--- src/rtl/serial_pattern_tx.sv ---
// serial_pattern_tx: frames a parallel word as preamble + MSB-first payload + idle-level guard gap on one serial line
module serial_pattern_tx #(
    parameter int               DATA_W     = 8,
    parameter int               PRE_W      = 4,
    parameter logic [PRE_W-1:0] PREAMBLE   = 4'b1011,
    parameter int               GAP_CYC    = 2,
    parameter logic             IDLE_LEVEL = 1'b0
) (
    input  logic              clk,
    input  logic              reset,
    input  logic              load_valid,
    output logic              load_ready,
    input  logic [DATA_W-1:0] load_data,
    output logic              data_out,
    output logic              busy,
    output logic              frame_done
);
    localparam int M1 = (PRE_W > DATA_W) ? PRE_W : DATA_W;
    localparam int M2 = (M1 > GAP_CYC) ? M1 : GAP_CYC;
    localparam int MX = (M2 > 2) ? M2 : 2;
    localparam int CW = $clog2(MX);
    localparam int SW = PRE_W + DATA_W;
    localparam logic [CW-1:0] PRE_LAST  = CW'(PRE_W - 1);
    localparam logic [CW-1:0] DATA_LAST = CW'(DATA_W - 1);
    localparam logic [CW-1:0] GAP_LAST  = CW'((GAP_CYC > 0) ? GAP_CYC - 1 : 0);

    typedef enum logic [1:0] {IDLE, PRE, DATA, GAP} state_t;

    state_t          state, state_n;
    logic [CW-1:0]   cnt, cnt_n;
    logic [SW-1:0]   sr, sr_n;
    logic            data_n, last_pre, last_data, last_gap, fin, accept;

    // Preamble and payload share one shift register so the serial bit is always its MSB
    always_comb begin
        last_pre   = (state == PRE) && (cnt == PRE_LAST);
        last_data  = (state == DATA) && (cnt == DATA_LAST);
        last_gap   = (state == GAP) && (cnt == GAP_LAST);
        fin        = (GAP_CYC == 0) ? last_data : last_gap;
        load_ready = (state == IDLE) || fin;
        busy       = (state != IDLE);
        frame_done = fin;
        accept     = load_valid && load_ready;
        state_n    = accept ? PRE : fin ? IDLE : last_pre ? DATA : last_data ? GAP : state;
        cnt_n      = (state_n != state || state == IDLE) ? '0 : cnt + CW'(1);
        sr_n       = accept ? {PREAMBLE, load_data} : (state == PRE || state == DATA) ? sr << 1 : sr;
        data_n     = (state_n == PRE || state_n == DATA) ? sr_n[SW-1] : IDLE_LEVEL;
    end

    // State, counter, shift register and the registered serial output
    always_ff @(posedge clk) begin
        if (reset) begin
            state    <= IDLE;
            cnt      <= '0;
            sr       <= '0;
            data_out <= IDLE_LEVEL;
        end else begin
            state    <= state_n;
            cnt      <= cnt_n;
            sr       <= sr_n;
            data_out <= data_n;
        end
    end
endmodule

--- config.mk ---
export PLATFORM = sky130hd
export DESIGN_NAME = serial_pattern_tx
export DESIGN_NICKNAME = d
export VERILOG_FILES = /design/src/rtl/serial_pattern_tx.sv
export SDC_FILE = /design/constraint.sdc
export NUM_CORES = 1
export LEC_CHECK = 0
export BUFFER_PORTS_ARGS = -buffer_cell sky130_fd_sc_hd__buf_2
export CAP_MARGIN = 20
export CORE_MARGIN = 4
export CORE_UTILIZATION = 54
export DETAILED_ROUTE_END_ITERATION = 7
export HOLD_SLACK_MARGIN = 0.15
export PLACE_DENSITY = 0.81
export SYNTH_ARGS = -nofsm -noshare
export SYNTH_HDL_FRONTEND = slang
export SYNTH_SLANG_ARGS = --single-unit
--- constraint.sdc ---
create_clock -name clk -period 2.1 [get_ports clk]
set_input_delay 0.315 -clock clk [delete_from_list [all_inputs] [get_ports clk]]
set_output_delay 0.315 -clock clk [all_outputs]
set_load 0.005 [all_outputs]
==> impl_metrics.csv <==
group,metric,value,unit
outcome,status,"finished, final reports clean",
setup_path,worst_ep_arrival_time,2.00,ns
clocking,root_buffer,"clkbuf_4",
logic_synthesis,yosysMostFrequentCell,"dfxtp_1",
layout,fin_nets,133,
floorplanning,start_util,60.0,%
logic_synthesis,synth_flop_cell,"dfxtp_1",
layout,final.fill_count,126,
sta,rsz0062_at_grt,"no",
logic_synthesis,synth_edf_count,0,
clocking,cts-buffers-inserted,3,
floorplanning,die_h,50.1,um
floorplanning,rows,14,
global_route,grt_pass1_vias,673,
logic_synthesis,synth_xor_area_share,0.915,%
global_route,grt_busiest_layer,"met2",
global_route,met1_usage,17.9,%
sta,setup_tns,0,ns
logic_synthesis,synth_mux_area_share,12.5,%
logic_synthesis,yosys-top-cells-area,"dfxtp_1 38%, mux2i_1 13%, ha_1 10%, a211oi_1 6.3%, nor2_1 4.3%",
clocking,cts_buffer_depth,2,
logic_synthesis,yosysTopAreaCellShare,37.6,%
drt,vias,726,
sta,clock.fmax,0.542,GHz
placed_design,hpwl,1400,um
placed_design,port_buffers,14,
drt,firstDrtPassIters,3,
drt,ant_nets,0,
sta,fin_crit,1.84,ns
drt,first_iter_violations,11,
min_path,min_path_type,"primary input to flip-flop",
power_and_ir_drop,p_leak,0.513,nW
logic_synthesis,yosys.area_share.simple,15.3,%
sta,setup_viol,0,
logic_synthesis,ys_seq_area_share,37.6,%
clocking,cts_resized,0,
clocking,tritoncts,"done",
global_route,grt_max_degree,20,
power_and_ir_drop,powerDensity,656,nW/um2
layout,diodes,0,
logic_synthesis,netlist_area,957,um2
global_route,antenna_found_initial,0,
power_and_ir_drop,power,0.713,mW
logic_synthesis,synth_top_family_by_area,"compound AO/OA/AOI/OAI gates",
logic_synthesis,avgSynthCellArea,10.1,um2
logic_synthesis,synth_compound_area_share,17.4,%
setup_path,critPathCaptureType,"flip-flop",
logic_synthesis,synthTopCellsByCount,"18 x dfxtp_1, 12 x mux2i_1, 11 x nor2_1",
global_route,met2_usage,26.3,%
sta,slew_violations,0,
sta,hold_viol,0,
clocking,h-tree-depth,1,
logic_synthesis,yosys_register_bits,18,
setup_path,required,2.25,ns
sta,fin_skew,0.0196,ns
clocking,clkLatencyLatePin,0.30,ns
layout,final_cells,137,
global_route,grt_first_pass_wirelength,2980,um
logic_synthesis,synthArstFlopShare,0,%
setup_path,worstSetupPathType,"flip-flop to flip-flop",
global_route,grt_usage,15.2,%
drt,drcViolationCount,0,
sta,slew_headroom,65.7,%
logic_synthesis,syn_nets,114,
logic_synthesis,synth_top_area_cell,"dfxtp_1",
clocking,clk_pin_slew,0.11,ns
clocking,clock_sinks,18,
power_and_ir_drop,ir_drop,0.516,mV
logic_synthesis,synthCells,95,
drt,drt-vias-per-instance,5.30,
global_route,grt.overflow.total,0,
floorplanning,pin_count,15,
global_route,met3_usage,5.12,%
drt,wl_per_cell,13.2,um
clocking,hold_buffers,0,
sta,worstMarginPinSlew,0.512,ns
logic_synthesis,synth_cell_types,28,
sta,finalCritPeriodShare,87.8,%
floorplanning,dieArea,2510,um2
placed_design,gp_congestion,0.815,
layout,drive_above_1_share,24.8,%
placed_design,place_inst,133,
clocking,cts_setup_buffers,0,
run,maxCapViolCount,0,
logic_synthesis,synthAdderAreaFrac,10.5,%
setup_path,cp_max_fo,9,
floorplanning,die_w,50.1,um
logic_synthesis,ys_warn_count,0,
layout,syn_to_final_growth,13.5,%
setup_path,crit_path_start_kind,"flip-flop",
drt,wl,1800,um
floorplanning,coreArea,1590,um2
-- final timing paths --
check / startpoint / endpoint / slack, ns / cells after the start
setup reg to reg: state[1] / sr[4] / 0.26 / 5
setup / recovery: state[1] / sr[4] / 0.26 / 5
hold reg to reg: cnt[0] / cnt[0] / 0.47 / 1
hold / removal: load_data[0] / sr[0] / 0.24 / 3
-- state kept, by name, indices dropped and copies added (netlist names) --
| signal | flops |
|---|---|
| data_out | 1 |
| sr | 12 |
| state | 2 |
| cnt | 3 |
-- cells in the final DEF (no fill, tap or decap), types with 2 or more instances in the layout --
master,instances
inv_1,4
nand3b_4,2
nor2_1,11
buf_4,3
and2_1,2
clkbuf_4,3
nor3_1,2
dfxtp_1,18
mux2i_1,12
ha_1,8
buf_2,14
nor4_1,4
o21ai_0,2
a211oi_1,8
nand2_1,3
a21oi_1,4
-- critical path, stage by stage (launching register included) --
cell and delay, ns:
dfxtp_1 0.51, inv_1 0.12, ha_1 0.56, buf_4 0.21, mux2i_1 0.21, a211oi_1 0.09
-- cells by family (layout without fill, tap and decap cells) --
logic type / after synthesis / in the layout
adders and majority gates: 8 / 8
AOI/OAI and AO/OA: 22 / 22
and+or+nand+nor: 25 / 25
buffers and inverters: 9 / 27
DFF: 18 / 18
xor gates and xnor gates: 1 / 1
muxes: 12 / 12
-- routing by layer --
metal | wire length (um) | share of wire [%]
met1 | 822 | 46
met2 | 867 | 48
met3 | 86 | 4.8
met4 | 26 | 1.4
met5 | 0 | 0
-- where the power goes --
| part | leakage, nW | internal [mW] | total, mW | switching (mW) |
|---|---|---|---|---|
| clock network | 0.0210 | 0.106 | 0.215 | 0.109 |
| logic | 0.344 | 0.0564 | 0.116 | 0.0599 |
| registers | 0.148 | 0.366 | 0.382 | 0.0155 |
| total | 0.513 | 0.529 | 0.713 | 0.184 |
-- stage by stage --
stage | utilization, % | worst slack (ns) | area [um2] | hold WS [ns]
2_1_floorplan | - | 0.651 | 957 | 0.388
3_5_place_dp | 65.9 | 0.325 | 1050 | 0.462
3_3_place_gp | 65.9 | 0.374 | 1050 | 0.455
4_1_cts | 68.1 | 0.261 | 1090 | 0.253
5_1_grt | 68.1 | 0.149 | 1090 | 0.253
6_report | 68.1 | 0.256 | 1090 | 0.243
-- final cells by class --
type,instances,area (um2),share of cell area [%]
clock buffer,4,36.3,3.34
inverter,6,25.0,2.30
multi-input combinational,68,542,49.9
sequential,18,360,33.2
tap,24,30.0,2.76
timing repair buffer,17,92.6,8.53
Power figures use the tool's default switching activity.
